### src/rtl/wavelet_store.sv
// wavelet_store: buffers lifting (low, high) pairs and writes them as two words into the frame memory.
// Define WAVELET_STORE_SAT_EN to clip written data to signed 12 bits and add the sticky sat_flag output.
module wavelet_store #(
  parameter int DATA_W     = 16,
  parameter int IMG_W      = 64,
  parameter int ADDR_W     = 12,
  parameter int FIFO_DEPTH = 4
) (
  input  logic              clk,
  input  logic              rst,
  input  logic              wavelet_mode,
  input  logic              transpose,
  input  logic              in_valid,
  output logic              in_ready,
  input  logic [DATA_W-1:0] in_low,
  input  logic [DATA_W-1:0] in_high,
  output logic              mem_we,
  output logic [ADDR_W-1:0] mem_addr,
  output logic [DATA_W-1:0] mem_wdata,
  input  logic              mem_ready,
`ifdef WAVELET_STORE_SAT_EN
  output logic              sat_flag,
`endif
  output logic              busy,
  output logic              frame_done
);
  localparam int PW = $clog2(FIFO_DEPTH);
  localparam int CW = $clog2(IMG_W);
  typedef enum logic [1:0] {IDLE, WR_LO, WR_HI, DONE} state_t;
  state_t r_state, w_next;
  logic [DATA_W-1:0] r_lo [FIFO_DEPTH];
  logic [DATA_W-1:0] r_hi [FIFO_DEPTH];
  logic [PW-1:0] r_wp, r_rp;
  logic [PW:0] r_cnt;
  logic [CW-1:0] r_k, r_r, w_pm1, w_lm1;
  logic r_mode, r_tr;
  logic w_push, w_pop, w_last_k, w_last_r, w_start;
  logic [ADDR_W-1:0] w_col, w_addr;
  logic [DATA_W-1:0] w_raw;

  assign in_ready   = r_cnt != (PW+1)'(FIFO_DEPTH);
  assign w_push     = in_valid && in_ready;
  assign w_pop      = r_state == WR_HI && mem_ready;
  assign w_pm1      = r_mode ? CW'(IMG_W/4 - 1) : CW'(IMG_W/2 - 1);
  assign w_lm1      = r_mode ? CW'(IMG_W/2 - 1) : CW'(IMG_W - 1);
  assign w_last_k   = r_k == w_pm1;
  assign w_last_r   = r_r == w_lm1;
  // geometry is captured only when the first pair of a frame is taken
  assign w_start    = r_state == IDLE && r_cnt != '0 && r_k == '0 && r_r == '0;
  assign busy       = r_cnt != '0 || r_state != IDLE;
  assign frame_done = r_state == DONE;
  assign mem_we     = r_state == WR_LO || r_state == WR_HI;

  always_comb begin
    w_next = r_state;
    unique case (r_state)
      IDLE:  w_next = r_cnt != '0 ? WR_LO : IDLE;
      WR_LO: w_next = mem_ready ? WR_HI : WR_LO;
      WR_HI: w_next = !mem_ready ? WR_HI :
                      (w_last_k && w_last_r) ? DONE :
                      (r_cnt > (PW+1)'(1) || w_push) ? WR_LO : IDLE;
      DONE:  w_next = IDLE;
    endcase
  end

  // high band sits P columns (or P lines when transposed) after the low band
  assign w_col    = ADDR_W'(r_k) + (r_state == WR_HI ? ADDR_W'(w_pm1) + ADDR_W'(1) : '0);
  assign w_addr   = r_tr ? ADDR_W'(w_col * IMG_W) + ADDR_W'(r_r) : ADDR_W'(r_r * IMG_W) + w_col;
  assign mem_addr = mem_we ? w_addr : '0;
  assign w_raw    = r_state == WR_LO ? r_lo[r_rp] : r_state == WR_HI ? r_hi[r_rp] : '0;

`ifdef WAVELET_STORE_SAT_EN
  logic w_clip;
  assign w_clip    = !(&w_raw[DATA_W-1:11] || ~|w_raw[DATA_W-1:11]);
  assign mem_wdata = !w_clip ? w_raw :
                     w_raw[DATA_W-1] ? {{(DATA_W-11){1'b1}}, 11'h000} : {{(DATA_W-11){1'b0}}, 11'h7ff};
  always_ff @(posedge clk) begin
    if (rst || w_start) sat_flag <= 1'b0;
    else if (mem_we && mem_ready && w_clip) sat_flag <= 1'b1;
  end
`else
  assign mem_wdata = w_raw;
`endif

  always_ff @(posedge clk) begin
    if (rst) begin
      r_state <= IDLE;
      r_cnt   <= '0;
      r_wp    <= '0;
      r_rp    <= '0;
      r_k     <= '0;
      r_r     <= '0;
      r_mode  <= 1'b0;
      r_tr    <= 1'b0;
    end else begin
      r_state <= w_next;
      r_cnt   <= r_cnt + (PW+1)'(w_push) - (PW+1)'(w_pop);
      if (w_push) r_wp <= r_wp + 1'b1;
      if (w_pop) r_rp <= r_rp + 1'b1;
      if (w_start) {r_mode, r_tr} <= {wavelet_mode, transpose};
      if (w_pop) begin
        r_k <= w_last_k ? '0 : r_k + 1'b1;
        if (w_last_k) r_r <= w_last_r ? '0 : r_r + 1'b1;
      end
    end
  end

  always_ff @(posedge clk) begin
    if (w_push) begin
      r_lo[r_wp] <= in_low;
      r_hi[r_wp] <= in_high;
    end
  end
endmodule
### config.mk
export PLATFORM = sky130hd
export DESIGN_NAME = wavelet_store
export DESIGN_NICKNAME = d
export VERILOG_FILES = /design/src/rtl/wavelet_store.sv
export SDC_FILE = /design/constraint.sdc
export NUM_CORES = 1
export LEC_CHECK = 0
export CAP_MARGIN = 20
export CORE_MARGIN = 5
export CORE_UTILIZATION = 50
export CTS_CLUSTER_DIAMETER = 80
export DETAILED_ROUTE_END_ITERATION = 10
export PLACE_DENSITY = 0.72
export SKIP_LAST_GASP = 1
export SLEW_MARGIN = 20
export SYNTH_ARGS = -nofsm -noshare
export SYNTH_HDL_FRONTEND = slang
export SYNTH_SLANG_ARGS = --single-unit
### constraint.sdc
create_clock -name clk -period 6.4 [get_ports clk]
set_input_delay 1.28 -clock clk [delete_from_list [all_inputs] [get_ports clk]]
set_output_delay 1.28 -clock clk [all_outputs]
set_load 0.01 [all_outputs]
==> results of run 1 <==
-- stage by stage --
stage	hold WS (ns)	area, um^2
floorplan	0.469	6490
global route	0.544	8000
finish	0.512	8000
detailed placement	0.500	7350
global placement	0.489	7350
CTS	0.510	8000
-- layout make-up --
type,count,area share
Clock buffer,18,0.0536
Clock inverter,14,0.0274
Inverter,21,0.00985
Multi-Input combinational cell,204,0.247
Sequential cell,153,0.543
Tap cell,172,0.0269
Timing Repair Buffer,75,0.0920
-- registers in the layout, summed over array words and instances (netlist names), 2 cells and up, named ones only --
register / cells
r_hi: 64
r_lo: 64
r_k: 6
r_r: 6
r_cnt: 3
r_rp: 2
r_state: 2
r_wp: 2
-- layer usage --
| metal | track usage | part of all wire | up-vias |
|---|---|---|---|
| li1 | - | - | 1680 |
| met1 | 0.236 | 0.41 | 1793 |
| met2 | 0.300 | 0.52 | 103 |
| met3 | 0.0550 | 0.060 | 8 |
| met4 | 0.0554 | 0.0072 | 0 |
| met5 | 0 | 0 | - |
-- where the power goes --
| group | leakage [uW] | total [uW] | switching [uW] | internal (uW) |
|---|---|---|---|---|
| logic | 0.00103 | 432 | 216 | 216 |
| clock network | 0.000314 | 1090 | 395 | 697 |
| registers | 0.00138 | 1240 | 48.0 | 1200 |
| total | 0.00272 | 2770 | 659 | 2110 |
-- worst max-delay path, cell delays in order, from the launching register on --
cell and delay, ns:
dfxtp_1 0.33, inv_1 0.11, ha_1 0.24, and2_1 0.15, ha_1 0.13, inv_1 0.04
fa_1 0.35, inv_1 0.08, ha_1 0.18, nand4_1 0.12, xor2_1 0.16, o21ai_0 0.13
and2_1 0.14, clkdlybuf4s50_1 0.53
-- synthesized netlist by cell type (2+ instances only) --
| cell | number | area (um^2) |
|---|---|---|
| a21oi_1 | 9 | 45.0 |
| a22o_1 | 16 | 140 |
| a31oi_1 | 3 | 18.8 |
| and2_1 | 7 | 43.8 |
| and3_1 | 7 | 43.8 |
| buf_2 | 6 | 30.0 |
| clkbuf_1 | 13 | 48.8 |
| dfxtp_1 | 25 | 500 |
| edfxtp_1 | 128 | 3840 |
| fa_1 | 2 | 40.0 |
| ha_1 | 19 | 238 |
| inv_1 | 21 | 78.8 |
| mux2i_1 | 9 | 90.1 |
| mux4_2 | 32 | 721 |
| nand2_1 | 21 | 78.8 |
| nand3_1 | 7 | 35.0 |
| nand4_1 | 4 | 25.0 |
| nor2_1 | 12 | 45.0 |
| nor2b_1 | 10 | 62.6 |
| nor3_1 | 5 | 25.0 |
| o21ai_0 | 6 | 30.0 |
| or3_1 | 4 | 25.0 |
| or4_4 | 2 | 22.5 |
| xnor2_1 | 5 | 43.8 |
| xor2_1 | 10 | 87.6 |
-- final timing paths --
check             startpoint            to  slack [ns]  cells after the start
setup reg to reg  r_state[0]      r_cnt[2]        4.02                     10
hold reg to reg      r_wp[1]       r_wp[1]        0.51                      2
setup / recovery  r_state[0]  mem_addr[10]        2.02                     13
hold / removal       r_wp[1]       r_wp[1]        0.51                      2
-- cells by family (layout without fill, tap and decap cells) --
logic type / count (synthesis) / count (layout) / synth area share
flip-flops: 153 / 153 / 0.669
AND/OR/NAND/NOR: 85 / 85 / 0.0700
AO/OA/AOI/OAI: 42 / 42 / 0.0463
buffers and inverters: 42 / 128 / 0.0266
multiplexers: 41 / 41 / 0.125
adder cells (fa/ha/maj): 21 / 21 / 0.0428
XOR/XNOR: 15 / 15 / 0.0202
==> metrics.md, run 1 <==
| Metric | Value |
|---|---|
| Total CTS buffers | 17 |
| Pwr Total | 2770 uW |
| Grt ovf | 0 |
| Clock slew at reported path FFs | 0.06 ns |
| Non-filler cells, final | 657 |
| Clk sinks | 153 |
| IO Pins | 70 |
| Commonest non-fill, non-tap cell in the layout | edfxtp_1 |
| CTS tree | yes |
| Vias after detailed routing | 3584 |
| Global-route wire length before repair | 20600 um |
| Placed wire-length estimate | 7880 um |
| Postcts setup bufs | 0 |
| Die area | 15400 um^2 |
| Core Footprint | 12700 um^2 |
| Dpl ws | 2.45 ns |
| Worst-Skew Late Latency | 0.42 ns |
| Yosys reg bits | 153 |
| Setup Viol. Count Final | 0 |
| Period utilisation layout | 0.684 |
| Layout cell share with drive strength beyond 1 | 0.148 |
| Via/cell ratio | 5.46 |
| Max_cap viols | 0 |
| CP max FO | 5 |
| Final wirelength | 12700 um |
| ANT cells | 0 |
| CTS hold repair buffers | 0 |
| GP Congestion | 0.828 |
| Max-Slew Margin vs Limit | 0.377 |
| Std-Cell Rows | 41 |
| Dominant register cell in the synthesized netlist | edfxtp_1 |
| DP Cell Count | 625 |
| Leak pwr | 0.00272 uW |
| Reg area | 4350 um^2 |
| RSZ-0062 raised after global routing | no |
| Initial antenna violation count | 0 |
| EDFF count, synth | 128 |
| Final Skew | 0.00517 ns |
| Tmin final | 4.38 ns |
| CTS H-tree lvls | 4 |
| Sequential cell area fraction in the yosys report | 0.669 |
| PwrDens | 346 nW/um^2 |
| PortBufs | 69 |
| Post-synthesis average cell area | 16.3 um^2 |
| Vias in the first global route | 3707 |
| Arrival time worst endpoint | 3.10 ns |
| Post-CTS Resized | 0 |
| Wire per inst | 19.3 um |
| Final setup margin | 2.02 ns |
| Area Growth Syn to Fin | 23.2% |
| Setup TNS Final | 0 ns |
| Most frequent cells in the layout | 128 x edfxtp_1, 69 x clkdlybuf4s50_1, 32 x mux4_2 |
| Post-Syn Instances | 399 |
| Unique cell type count in the Yosys netlist | 41 |
| Drt drc | 0 |
| Tightest Pin Transition | 0.934 ns |
| Fillcell total | 906 |
| Fin nets | 531 |
| Post-synth ARST share | 0 |
| Status | completed |
| Largest net degree at the start of global routing | 33 |
| Synthesized area | 6490 um^2 |
| Starting density of the core | 0.512 |
| Area of the multi-input gates | 1980 um^2 |
| DRT antenna net count | 0 |
| Syn Nets | 458 |
| Fmax achieved | 228 MHz |
| Fin. max-slew vios | 0 |
| Critical Path Start Type | flip-flop |
| WS Path Type | flip-flop to output pin |
| Crit end category | output pin |
| Worst Hold Class | flip-flop to flip-flop |
| GRT Total Usage | 0.182 |
| YS warnings | 0 |
| Clock root cell | clkbuf_16 |
| Die Ht | 124 um |
| Die width | 124 um |
| VDD IR max | 0.229 mV |
| Max Buffers Root-to-Sink | 2 |
| Initial DRC Count | 250 |
| Final design utilization | 0.631 |
| CP Data Required Time | 5.12 ns |
| Pre-antenna DRT Iters | 4 |
| Final hold violations | 0 |
(Power assumes the default switching activity.)
==> inputs of run 2 (changes only) <==
clock period = 4.15 ns   (was 6.4 ns; I/O delays follow)
==> run 2 against run 1 <==
Clock skew up 0.0020 ns. Non-clock buffer count up 3. Core utilization down 0.55 points. Combinational power up 56%.
==> metrics.md, run 2 (synthesized netlist as in run 1, its figures left out) <==
| Metric | Value |
|---|---|
| Status | completed |
| CP Data Required Time | 3.32 ns (-1.80 ns) |
| Postcts setup bufs | 0 (unchanged) |
| Total CTS buffers | 17 (unchanged) |
| Critical Path Start Type | flip-flop |
| ANT cells | 0 (unchanged) |
| R2r endpoint | r_cnt[2] |
| Clock root cell | clkbuf_16 |
| CTS hold repair buffers | 0 (unchanged) |
| Setup Viol. Count Final | 0 (unchanged) |
| Std-Cell Rows | 41 (unchanged) |
| P_int | 3050 uW (+45%) |
| Post-CTS Resized | 0 (unchanged) |
| Initial DRC Count | 216 (-14%) |
| GP Congestion | 0.827 (-0.19%) |
| HP Start | r_wp[1] |
| Logic pwr share | 0.168 (+0.012) |
| Final Skew | 0.00713 ns (+0.00196 ns) |
| CTS tree | yes |
| Worst r2r src | r_state[0] |
| VDD IR max | 0.375 mV (+64%) |
| Hold Path Depth | 2 (unchanged) |
| Critical path's largest stage delay | 0.53 ns (about the same) |
| Worst-Skew Late Latency | 0.41 ns (about the same) |
| IO Pins | 70 (unchanged) |
| GRT Total Usage | 0.175 (-0.00683) |
| Final wirelength | 12300 um (-3.0%) |
| Leak pwr | 0.00269 uW (-1.1%) |
| Die Ht | 124 um (unchanged) |
| Tightest Pin Transition | 0.856 ns (-0.0785 ns) |
| Switching Share | 0.238 (about the same) |
| Sequential share of power | 0.479 (+0.029) |
| Via/cell ratio | 5.48 (+0.41%) |
| Pre-antenna DRT Iters | 4 (unchanged) |
| Fmax achieved | 258 MHz |
| Final hold violations | 0 (unchanged) |
| Drt drc | 0 (unchanged) |
| Core Footprint | 12700 um^2 (unchanged) |
| DRT antenna net count | 0 (unchanged) |
| Max-Slew Margin vs Limit | 0.428 (+0.0505) |
| Initial antenna violation count | 0 (unchanged) |
| Arrival time worst endpoint | 3.05 ns (-0.05 ns) |
| Clock share of power | 0.353 (-0.041) |
| Sequence of cells on the critical path | inv_1, ha_4, and2_1, ha_1, inv_1, fa_1, inv_1, ha_1, nand4_1, xor2_1, o21ai_0, and2_1, clkdlybuf4s50_1 |
| Final setup margin | 0.272 ns (-1.75 ns) |
| Period utilisation layout | 0.935 |
| Die area | 15400 um^2 (unchanged) |
| CTS H-tree lvls | 4 (unchanged) |
| Wire per inst | 18.6 um (-3.5%) |
| Largest net degree at the start of global routing | 33 (unchanged) |
| Max Buffers Root-to-Sink | 2 (unchanged) |
| Tmin final | 3.88 ns |
| Fin nets | 534 (+0.56%) |
| PwrDens | 505 nW/um^2 (+46%) |
| CP max stage cell | clkdlybuf4s50_1 |
| Worst R2R Path Depth | 10 (unchanged) |
| WS Path Type | flip-flop to output pin |
| Area Growth Syn to Fin | 22.2% |
| Die width | 124 um (unchanged) |
| Critical path's top delay family | adder cells |
| Vias after detailed routing | 3615 (+0.86%) |
| Fin. max-slew vios | 0 (unchanged) |
| Setup TNS Final | 0 ns (unchanged) |
| Biggest regs | r_hi: 64 flops, r_lo: 64 flops |
| Most frequent cells in the layout | 128 x edfxtp_1, 69 x clkdlybuf4s50_1, 32 x mux4_2 |
| Placed wire-length estimate | 7730 um (-1.9%) |
| RSZ-0062 raised after global routing | no |
| Sw Pwr | 953 uW (+45%) |
| CP max FO | 5 (unchanged) |
| Dpl ws | 0.645 ns (-1.81 ns) |
| Grt ovf | 0 (unchanged) |
| CP bufs+invs | 4 (unchanged) |
| Commonest non-fill, non-tap cell in the layout | edfxtp_1 |
| Crit path top cell by count | inv_1 |
| R2R Setup Slk | 1.87 ns (-2.15 ns) |
| Max_cap viols | 0 (unchanged) |
| Global-route wire length before repair | 19800 um (-3.9%) |
| Vias in the first global route | 3742 (+0.94%) |
| Starting density of the core | 0.512 (unchanged) |
| Worst Hold Class | flip-flop to flip-flop |
| Clock slew at reported path FFs | 0.06 ns (about the same) |
| Layout cell share with drive strength beyond 1 | 0.143 (-0.00501) |
| Worst Hold End | r_wp[1] |
| Clk sinks | 153 (unchanged) |
| Fillcell total | 947 (+4.5%) |
| PortBufs | 69 (unchanged) |
| Crit end category | output pin |
## run 2: cell types whose count changed in the layout (fill, tap and decap cells not counted)
cell and delta:
buf_4 +3, clkinv_2 +2, ha_4 +1, bufinv_16 -3
inv_6 -2, clkinv_1 +5, clkbuf_1 +1, inv_8 -2
ha_1 -1, clkinvlp_4 -1
## run 2: worst max-delay path by stage
stage,to,startpoint,cells past startpoint
floorplan,mem_addr[10],r_state[0],12
global placement,mem_addr[10],r_state[0],13
detailed placement,mem_addr[10],r_state[0],13
CTS,mem_addr[10],r_state[0],13
global route,mem_addr[10],r_state[0],13
finish,mem_addr[10],r_state[0],13
## run 2: worst min-delay path, stage by stage (launching register included)
cell,delay (ns)
dfxtp_1,0.34
nand2_1,0.07
a21oi_1,0.06
## run 2: area by class of cell
| type | instances | area, um^2 | area share |
|---|---|---|---|
| clock buffer | 19 | 433 | 0.0546 |
| clock inverter | 13 | 110 | 0.0139 |
| inverter | 21 | 78.8 | 0.00994 |
| multi-input combinational | 204 | 1990 | 0.251 |
| sequential | 153 | 4350 | 0.548 |
| tap | 172 | 215 | 0.0271 |
| timing repair buffer | 78 | 758 | 0.0956 |
## run 2: per-layer routing
metal | up-vias | GRT usage | routed length [um]
li1 | 1686 | - | -
met1 | 1819 | 0.219 | 5100
met2 | 85 | 0.286 | 6200
met3 | 25 | 0.0550 | 700
met4 | 0 | 0.0719 | 276
met5 | - | 0 | 0
## run 2: power by group through the flow
stage               Clock [uW]  Combinational, uW  Sequential [uW]
floorplan                    0                417             1910
global placement             0                668             1930
detailed placement           0                680             1950
CTS                       1450                687             1920
global route              1520                736             1930
finish                    1410                672             1920
## run 2: stage by stage
step | utilization | cell area, um^2 | std cells | hold WS [ns] | total power [uW]
5_1_grt | 0.626 | 7930 | 660 | 0.535 | 4190
4_1_cts | 0.625 | 7920 | 660 | 0.516 | 4050
3_5_place_dp | 0.582 | 7370 | 628 | 0.508 | 2630
3_3_place_gp | 0.582 | 7370 | 628 | 0.489 | 2600
2_1_floorplan | - | 6490 | 399 | 0.469 | 2330
6_report | 0.626 | 7930 | 660 | 0.513 | 4000
